===== src/rtl/uart_rx_stream.sv =====
// uart_rx_stream
//   Oversampling 8N1 UART receiver feeding a byte FIFO, with paced output toward
//   the VT100 parser. Consecutive dataReady pulses are at least MIN_GAP cycles apart.
// Ports
//   clk        system clock, rising edge
//   rst        asynchronous reset, active-low
//   rxd        raw serial line, asynchronous, idle high
//   data       delivered byte; valid in the dataReady cycle, held until next pop
//   dataReady  one-cycle pulse per delivered byte
//   frameError one-cycle pulse when the stop bit is sampled low
//   overflow   sticky: a byte was dropped because the FIFO was full
//   fifoLevel  current FIFO occupancy
module uart_rx_stream #(
  parameter int unsigned CLK_FREQ   = 100_000_000,
  parameter int unsigned BAUD       = 115200,
  parameter int unsigned OVERSAMPLE = 16,
  parameter int unsigned FIFO_DEPTH = 16,
  parameter int unsigned MIN_GAP    = 64
) (
  input  logic                          clk,
  input  logic                          rst,
  input  logic                          rxd,
  output logic [7:0]                    data,
  output logic                          dataReady,
  output logic                          frameError,
  output logic                          overflow,
  output logic [$clog2(FIFO_DEPTH):0]   fifoLevel
);

  localparam int unsigned TICK_RATE = BAUD * OVERSAMPLE;
  localparam int unsigned DIV_RAW   = (CLK_FREQ + TICK_RATE / 2) / TICK_RATE;
  localparam int unsigned DIV       = (DIV_RAW < 1) ? 1 : DIV_RAW;
  localparam int unsigned DIV_W     = (DIV > 1) ? $clog2(DIV) : 1;
  localparam int unsigned TC_W      = $clog2(OVERSAMPLE);
  localparam int unsigned PTR_W     = (FIFO_DEPTH > 1) ? $clog2(FIFO_DEPTH) : 1;
  localparam int unsigned LVL_W     = $clog2(FIFO_DEPTH) + 1;
  localparam int unsigned GAP_W     = (MIN_GAP > 1) ? $clog2(MIN_GAP) : 1;

  localparam logic [DIV_W-1:0] DIV_LAST   = DIV_W'(DIV - 1);
  localparam logic [TC_W-1:0]  TC_MID     = TC_W'(OVERSAMPLE / 2 - 1);
  localparam logic [TC_W-1:0]  TC_LAST    = TC_W'(OVERSAMPLE - 1);
  localparam logic [PTR_W-1:0] PTR_LAST   = PTR_W'(FIFO_DEPTH - 1);
  localparam logic [LVL_W-1:0] LVL_FULL   = LVL_W'(FIFO_DEPTH);
  localparam logic [GAP_W-1:0] GAP_RELOAD = GAP_W'(MIN_GAP - 1);

  typedef enum logic [2:0] {
    ST_IDLE,
    ST_START,
    ST_DATA,
    ST_STOP,
    ST_BREAK
  } rxState_e;

  logic             rxdMeta, rxdSync;
  logic [DIV_W-1:0] divCnt;
  logic             tick;

  rxState_e         state, stateNext;
  logic [TC_W-1:0]  tc, tcNext;
  logic [2:0]       bitIdx, bitNext;
  logic [7:0]       shiftReg, shiftNext;
  logic             pushReq, frameErrNext;

  logic [7:0]       mem [FIFO_DEPTH];
  logic [PTR_W-1:0] wrPtr, rdPtr;
  logic [GAP_W-1:0] gapCnt;
  logic             popReq, fifoFull, pushDo, overflowSet;

  // Two-flop synchroniser; idles high so reset never looks like a start bit.
  always_ff @(posedge clk or negedge rst) begin
    if (!rst) begin
      rxdMeta <= 1'b1;
      rxdSync <= 1'b1;
    end else begin
      rxdMeta <= rxd;
      rxdSync <= rxdMeta;
    end
  end

  always_ff @(posedge clk or negedge rst) begin
    if (!rst)                    divCnt <= '0;
    else if (divCnt == DIV_LAST) divCnt <= '0;
    else                         divCnt <= divCnt + 1'b1;
  end

  assign tick = (divCnt == DIV_LAST);

  always_ff @(posedge clk or negedge rst) begin
    if (!rst) begin
      state      <= ST_IDLE;
      tc         <= '0;
      bitIdx     <= '0;
      shiftReg   <= '0;
      frameError <= 1'b0;
    end else begin
      state      <= stateNext;
      tc         <= tcNext;
      bitIdx     <= bitNext;
      shiftReg   <= shiftNext;
      frameError <= frameErrNext;
    end
  end

  always_comb begin
    stateNext    = state;
    tcNext       = tc;
    bitNext      = bitIdx;
    shiftNext    = shiftReg;
    pushReq      = 1'b0;
    frameErrNext = 1'b0;
    if (tick) begin
      case (state)
        ST_IDLE: begin
          if (!rxdSync) begin
            stateNext = ST_START;
            tcNext    = '0;
          end
        end
        ST_START: begin
          // Re-check mid start bit; a high sample means a glitch, dropped silently.
          if (tc == TC_MID) begin
            if (!rxdSync) begin
              stateNext = ST_DATA;
              tcNext    = '0;
              bitNext   = '0;
            end else begin
              stateNext = ST_IDLE;
            end
          end else begin
            tcNext = tc + 1'b1;
          end
        end
        ST_DATA: begin
          if (tc == TC_LAST) begin
            tcNext    = '0;
            shiftNext = {rxdSync, shiftReg[7:1]};
            if (bitIdx == 3'd7) stateNext = ST_STOP;
            else                bitNext   = bitIdx + 1'b1;
          end else begin
            tcNext = tc + 1'b1;
          end
        end
        ST_STOP: begin
          if (tc == TC_LAST) begin
            tcNext = '0;
            if (rxdSync) begin
              pushReq   = 1'b1;
              stateNext = ST_IDLE;
            end else begin
              frameErrNext = 1'b1;
              stateNext    = ST_BREAK;
            end
          end else begin
            tcNext = tc + 1'b1;
          end
        end
        ST_BREAK: begin
          if (rxdSync) stateNext = ST_IDLE;
        end
        default: stateNext = ST_IDLE;
      endcase
    end
  end

  // A pop frees a slot on the same edge, so a push into a full FIFO that is
  // popping this cycle is accepted.
  assign popReq      = (fifoLevel != '0) && (gapCnt == '0);
  assign fifoFull    = (fifoLevel == LVL_FULL);
  assign pushDo      = pushReq && (!fifoFull || popReq);
  assign overflowSet = pushReq && fifoFull && !popReq;

  always_ff @(posedge clk) begin
    if (pushDo) mem[wrPtr] <= shiftReg;
  end

  always_ff @(posedge clk or negedge rst) begin
    if (!rst) begin
      wrPtr     <= '0;
      rdPtr     <= '0;
      fifoLevel <= '0;
      gapCnt    <= '0;
      data      <= '0;
      dataReady <= 1'b0;
      overflow  <= 1'b0;
    end else begin
      dataReady <= popReq;
      if (pushDo) wrPtr <= (wrPtr == PTR_LAST) ? '0 : wrPtr + 1'b1;
      if (popReq) begin
        rdPtr  <= (rdPtr == PTR_LAST) ? '0 : rdPtr + 1'b1;
        data   <= mem[rdPtr];
        gapCnt <= GAP_RELOAD;
      end else if (gapCnt != '0) begin
        gapCnt <= gapCnt - 1'b1;
      end
      case ({pushDo, popReq})
        2'b10:   fifoLevel <= fifoLevel + 1'b1;
        2'b01:   fifoLevel <= fifoLevel - 1'b1;
        default: fifoLevel <= fifoLevel;
      endcase
      if (overflowSet) overflow <= 1'b1;
    end
  end

endmodule


===== config.mk =====
export PLATFORM = sky130hd
export DESIGN_NAME = uart_rx_stream
export DESIGN_NICKNAME = d
export VERILOG_FILES = /design/src/rtl/uart_rx_stream.sv
export SDC_FILE = /design/constraint.sdc
export NUM_CORES = 1
export LEC_CHECK = 0
export ABC_AREA = 0
export BUFFER_PORTS_ARGS = -buffer_cell sky130_fd_sc_hd__clkbuf_2
export CAP_MARGIN = 20
export CORE_MARGIN = 2
export CORE_UTILIZATION = 50
export CTS_CLUSTER_SIZE = 28
export DETAILED_ROUTE_END_ITERATION = 10
export GPL_TIMING_DRIVEN = 1
export PLACE_DENSITY = 0.72
export REMOVE_ABC_BUFFERS = 1
export SETUP_SLACK_MARGIN = 0.2
export SYNTH_ARGS = -nofsm -noshare
export SYNTH_HDL_FRONTEND = slang
export SYNTH_SLANG_ARGS = --single-unit

===== constraint.sdc =====
create_clock -name clk -period 7.87 [get_ports clk]
set_input_delay 1.1805 -clock clk [delete_from_list [all_inputs] [get_ports clk]]
set_output_delay 1.1805 -clock clk [all_outputs]
set_load 0.01 [all_outputs]

# Word level (Yosys, flattened, before mapping)

Memories as Yosys holds them, arrays and structs flattened. A register that Yosys moved wholly into a read port is not among the register bits.
Cells that the tools add are included.

Reductions and logical operators: 21
Muxes and demuxes: 34
Equal/unequal tests: 21
Add/sub/neg operators: 8

Operators with widths:

| kind                                                                | count |
|---|---|
| 3-bit two-way mux                                                   | 11 |
| 4-bit two-way mux                                                   | 5 |
| 6-bit two-way mux                                                   | 3 |
| 2-bit != test (second input constant)                               | 8 |
| 3-bit case mux with 5 select lines                                  | 1 |
| 4-bit by 1-bit adder with 4-bit output (second input constant)      | 3 |
| 4-bit == test (second input constant)                               | 3 |
| 4-bit case mux with 3 select lines                                  | 1 |
| 1-bit two-way mux                                                   | 10 |
| 5-bit case mux with 2 select lines                                  | 1 |
| 7-bit AND reduction                                                 | 1 |
| 6-bit by 1-bit adder with 6-bit output (second input constant)      | 1 |
| 3-bit by 2-bit == test with 1-bit output (second input constant)    | 2 |
| 3-bit == test (second input constant)                               | 2 |
| 6-bit == test (second input constant)                               | 1 |
| 6-bit zero test                                                     | 1 |
| 3-bit case mux with 2 select lines                                  | 1 |
| 6-bit AND reduction                                                 | 1 |
| 2-bit nonzero test                                                  | 3 |
| 6-bit nonzero test                                                  | 1 |
| 6-bit by 1-bit subtractor with 6-bit output (second input constant) | 1 |
| 5-bit by 1-bit adder with 5-bit output (second input constant)      | 1 |
| 5-bit == test (second input constant)                               | 1 |
| 5-bit nonzero test                                                  | 1 |
| other kinds (15)                                                    | 20 |

Input bits: 3
Output and inout bits: 16
Word-level logic and storage cells: 99
Memories kept: 1
Register bits: 48
RAM bits: 128

Memory list:

| memory | depth | bits a word | rd ports | clocked after memory_dff | wr ports | RTL line | RTL |
|---|---|---|---|---|---|---|---|
| mem    | 16    | 8           | 1        | 1                        | 1        | 64       | `logic [7:0] mem [FIFO_DEPTH];` |

# Depth between registers and ports, before layout

Depth after elaboration: 7
Depth in mapped cells: 15
Mapped depth without buffers: 13

# Worst setup path after synthesis

OpenSTA, ideal clock, no wires.

Path kind: register -> register
From: register gapCnt[0]
To: register fifoLevel[4]
Buffers on the path: 2
Period minus slack after synthesis: 2991 ps
Required time: 7790 ps
Arrival time: 2911 ps
Cell stages (with the launch flop): 14
Setup slack: 4879 ps
Setup time: 80 ps
Cell sequence: dfrtp_1 > inv_1 > ha_1 > or4b_4 > a211oi_2 > buf_2 > ha_1 > clkbuf_1 > xor2_1 > ha_1 > o31ai_1 > and3_1 > a31oi_1 > xnor2_1

Cells in the longest elaborated chain, start to end: 6
Elaborated cells on any way between the ends: 8
Those cells by class: 2 x eq/ne; 1 x mux; 5 x reduce/logical

RTL lines:

| what                                                                      | RTL line | RTL |
|---|---|---|
| from (decl)                                                               | 66       | `logic [GAP_W-1:0] gapCnt;` |
| from (signal assigned)                                                    | 193      | `gapCnt <= gapCnt - 1'b1;` |
| 6-bit zero test *                                                         | 167      | `assign popReq = (fifoLevel != '0) && (gapCnt == '0);` |
| 1-bit logical AND *                                                       | 167      |  |
| net popReq                                                                | 67       | `logic popReq, fifoFull, pushDo, overflowSet;` |
| 1-bit logical OR                                                          | 169      | `assign pushDo = pushReq && (!fifoFull \|\| popReq);` |
| 1-bit logical AND                                                         | 169      |  |
| 2-bit by 1-bit == test with 1-bit output or 2-bit == test (tied branches) | 195      | `case ({pushDo, popReq})` |
| 5-bit case mux with 2 select lines or 2-bit nonzero test (tied branches)  | n/a      |  |
| to (signal assigned)                                                      | 196      | `2'b10: fifoLevel <= fifoLevel + 1'b1;` |
| to (signal assigned)                                                      | 197      | `2'b01: fifoLevel <= fifoLevel - 1'b1;` |
| to (signal assigned)                                                      | 198      | `default: fifoLevel <= fifoLevel;` |
| to (decl)                                                                 | 27       | `output logic [$clog2(FIFO_DEPTH):0] fifoLevel` |

Mark *: on every way through the listed nets, which the timed path passes. The rest lies on a longest branch.
A chain may end at the register's enable or synchronous reset.

# Final worst setup path

From: register tc[0]
To: register fifoLevel[4]

Cells in the longest elaborated chain, start to end: 7
Elaborated cells on any way between the ends: 9
Those cells by class: 3 x eq/ne; 4 x mux; 2 x reduce/logical

RTL lines:

| what                                                                      | RTL line | RTL |
|---|---|---|
| from (decl)                                                               | 59       | `logic [TC_W-1:0] tc, tcNext;` |
| from (signal assigned)                                                    | 97       | `tc <= tcNext;` |
| 4-bit == test *                                                           | 144      | `if (tc == TC_LAST) begin` |
| 1-bit two-way mux *                                                       | 144      |  |
| 1-bit two-way mux *                                                       | 112      | `case (state)` |
| 1-bit two-way mux *                                                       | 111      | `if (tick) begin` |
| 1-bit logical AND *                                                       | 169      |  |
| 2-bit by 1-bit == test with 1-bit output or 2-bit == test (tied branches) | 195      |  |
| 5-bit case mux with 2 select lines or 2-bit nonzero test (tied branches)  | n/a      |  |

Every way passes the cells marked *; elsewhere a longest branch is shown, timed or not.

==> metrics.yaml <==
detailed_routing:
  routed_via_density: 5.93
  wl_um: 14700
  drc: 0
  drtIter0Drc: 341
  num_vias: 4279
  avgRoutedWirePerCell_um: 20.3
  first_pass_iters: 5
  detail-route-antenna-nets: 0
timing:
  tns_ps: 0
  final.setup_skew_ps: 9.49
  drv_slew: 0
  slew_headroom: 0.310
  rsz0062_at_grt: "false"
  fin_crit_ps: 3590
  finalCritPeriodShare: 0.457
  setup_violations: 0
  hold_viol: 0
  worst_pin_slew_ps: 1040
  max_freq_mhz: 278
die:
  die_width_um: 129
  start_util: 0.512
  num_io_pins: 19
  coreArea_mm2: 0.0152
  dieArea_mm2: 0.0166
  num_rows: 45
  fp.dieH_um: 129
clock_tree:
  cts_resized: 0
  cts_max_level: 4
  postCtsHoldBufs: 0
  cts_tree: "built"
  clockRootBuffer: "clkbuf_16"
  insertion_delay_ps: 430
  cts_buffers: 17
  cts.clk_slew.worst_paths_ps: 60
  clock_path_buffers: 2
  clock_sinks: 184
  postCtsSetupBuffers: 0
grt:
  overflow: 0
  grt_pass1_vias: 4295
  antenna_found_initial: 0
  grt_max_degree: 57
  grt_usage: 0.191
  grt_first_pass_wirelength_um: 23300
place:
  io_buffers: 18
  place_hpwl_um: 9270
  place_congestion: 0.853
  dp_cells: 689
synthesis:
  yosys_warnings: 0
  synth.distinct_cells: 57
  synth_flop_cell: "edfxtp_1"
  netlist_area_mm2: 0.00778
  synth-edff-count: 128
  synth_area_per_cell_um2: 15.3
  ys_ff_latch: 184
  ys_seq_area_frac: 0.674
  async_flop_share: 0.304
  syn_inst: 507
setup_path:
  crit_required_ps: 8180
  end_kind: "flip-flop"
  cp_max_fo: 19
  arrival_ps: 3900
  crit_type: "flip-flop to flip-flop"
  start_kind: "flip-flop"
worst_hold_path:
  hold_class: "flip-flop to flip-flop"
job:
  maxCapViolations: 0
power_and_ir_drop:
  leakage_nw: 2.84
  p_sw_frac: 0.192
  internal_power_w: 0.00154
  seqPwrFrac: 0.539
  switchingPower_w: 0.000365
  combPwrFrac: 0.004
  cellPowerDensity_mw_per_mm2: 221
  clockPowerShare: 0.457
  ir_drop_uv: 151
cells_and_area:
  area_growth_pct: 11.0
  instances_no_fill: 721
  layout-drive-gt1-share: 0.184
  nets: 538
  n_antenna_cell: 0
status:
  status: "finished, final reports clean"
final cells by class:
class | instances | area [um^2]
Sequential cell | 184 | 5250
Tap cell | 188 | 235
Multi-Input combinational cell | 281 | 2370
Timing Repair Buffer | 21 | 113
Inverter | 15 | 56.3
Clock buffer | 20 | 447
Fill cell | 1189 | 6570
Clock inverter | 12 | 163
stage by stage:
stage          power [W]  hold WS, ps  worst slack, ps  utilization  cell area [um^2]
6_report         0.00191          356             4280        0.568              8630
5_1_grt          0.00197          363             3940        0.568              8630
4_1_cts          0.00193          357             4270        0.568              8630
3_5_place_dp     0.00106          348             4270        0.528              8020
3_3_place_gp     0.00105          350             4580        0.528              8020
2_1_floorplan    0.00105          345             4530            -              7670
cells by family (layout without fill, tap and decap cells):
| kind of cell | count (synthesis) | in the layout | share of synthesized area |
|---|---|---|---|
| simple gates | 114 | 114 | 0.0880 |
| compound gates | 73 | 73 | 0.0645 |
| fa+ha+maj | 15 | 15 | 0.0241 |
| buf+inv | 42 | 68 | 0.0217 |
| mux | 65 | 65 | 0.111 |
| xor+xnor | 14 | 14 | 0.0158 |
| flops | 184 | 184 | 0.674 |
flip-flops by register name (all words and copies together) (netlist names):
| register | cells |
|---|---|
| fifoLevel | 5 |
| wrPtr | 4 |
| divCnt | 6 |
| rxdSync | 1 |
| overflow | 1 |
| rxdMeta | 1 |
| state | 3 |
| mem | 128 |
| dataReady | 1 |
| rdPtr | 4 |
| shiftReg | 8 |
| tc | 4 |
| data | 8 |
| frameError | 1 |
| gapCnt | 6 |
| bitIdx | 3 |
Yosys cell counts (all sizes together), types with 8 or more instances:
library cell,number,area share
edfxtp,128,0.49
dfrtp,54,0.17
mux2i,36,0.046
nor2,29,0.014
nand2,22,0.011
clkbuf,18,0.0088
o22ai,17,0.014
and4,16,0.018
mux4,16,0.046
ha,15,0.024
inv,15,0.0072
mux2,13,0.019
a211oi,12,0.012
a31oi,11,0.0088
nand3,10,0.0064
buf,9,0.0056
a21oi,8,0.0051
worst paths after layout:
path / from / end / slack (ps) / cells after the start
min in group asynchronous: rst / data[3]$_DFFE_PN0P_ / 870 / 2
setup / recovery: tc[0]$_DFFE_PN0P_ / fifoLevel[4]$_DFFE_PN0P_ / 4280 / 12
hold / removal: rxdMeta$_DFF_PN1_ / rxdSync$_DFF_PN1_ / 360 / 0
hold reg to reg: rxdMeta$_DFF_PN1_ / rxdSync$_DFF_PN1_ / 360 / 0
setup reg to reg: tc[0]$_DFFE_PN0P_ / fifoLevel[4]$_DFFE_PN0P_ / 4280 / 12
max in group asynchronous: rst / frameError$_DFF_PN0_ / 6480 / 2
power groups by stage:
stage	Clock, W	Sequential, W	Combinational, W
after floorplan	0	0.00105	0.000000535
after global placement	0	0.00105	0.00000730
after detailed placement	0	0.00105	0.00000773
after CTS	0.000892	0.00103	0.00000767
after global routing	0.000931	0.00103	0.00000833
final	0.000872	0.00103	0.00000700
per-layer routing:
layer  share of wire  vias up  global-route usage
met5               0        -                   0
met4           0.016        0              0.0691
met3           0.048       17              0.0511
met2            0.52       96               0.320
met1            0.42     2176               0.241
li1                -     1990                   -
worst max-delay path: stages (launching register included):
cell	delay [ps]
dfrtp_1	370
ha_1	270
nand2_1	160
nor4_2	540
and2_0	660
inv_2	110
ha_1	330
xor2_1	190
ha_1	240
o31ai_1	220
and3_1	190
a31oi_1	50
xnor2_1	140
cells in the final DEF (no fill, tap or decap), types with 3 or more instances in the layout:
cell / synthesis / routed
a21oi_1: 8 / 8
and4_1: 16 / 16
dfrtp_1: 54 / 53
nand3_1: 10 / 10
ha_1: 15 / 15
a31oi_1: 11 / 11
bufinv_16: 0 / 3
clkbuf_2: 1 / 18
mux4_2: 16 / 16
o41ai_1: 3 / 3
nand2_1: 21 / 21
a211oi_1: 11 / 11
inv_1: 14 / 14
inv_6: 0 / 5
nor3b_1: 3 / 3
nor2_1: 29 / 29
xnor2_1: 7 / 7
nor3_1: 5 / 5
edfxtp_1: 128 / 128
o21ai_0: 7 / 7
clkbuf_16: 0 / 17
nand2b_1: 5 / 5
buf_4: 1 / 3
mux2_2: 13 / 13
mux2i_1: 36 / 36
xor2_1: 7 / 7
nand3b_1: 4 / 4
o22ai_1: 17 / 17
Power figures use the tool's default switching activity.
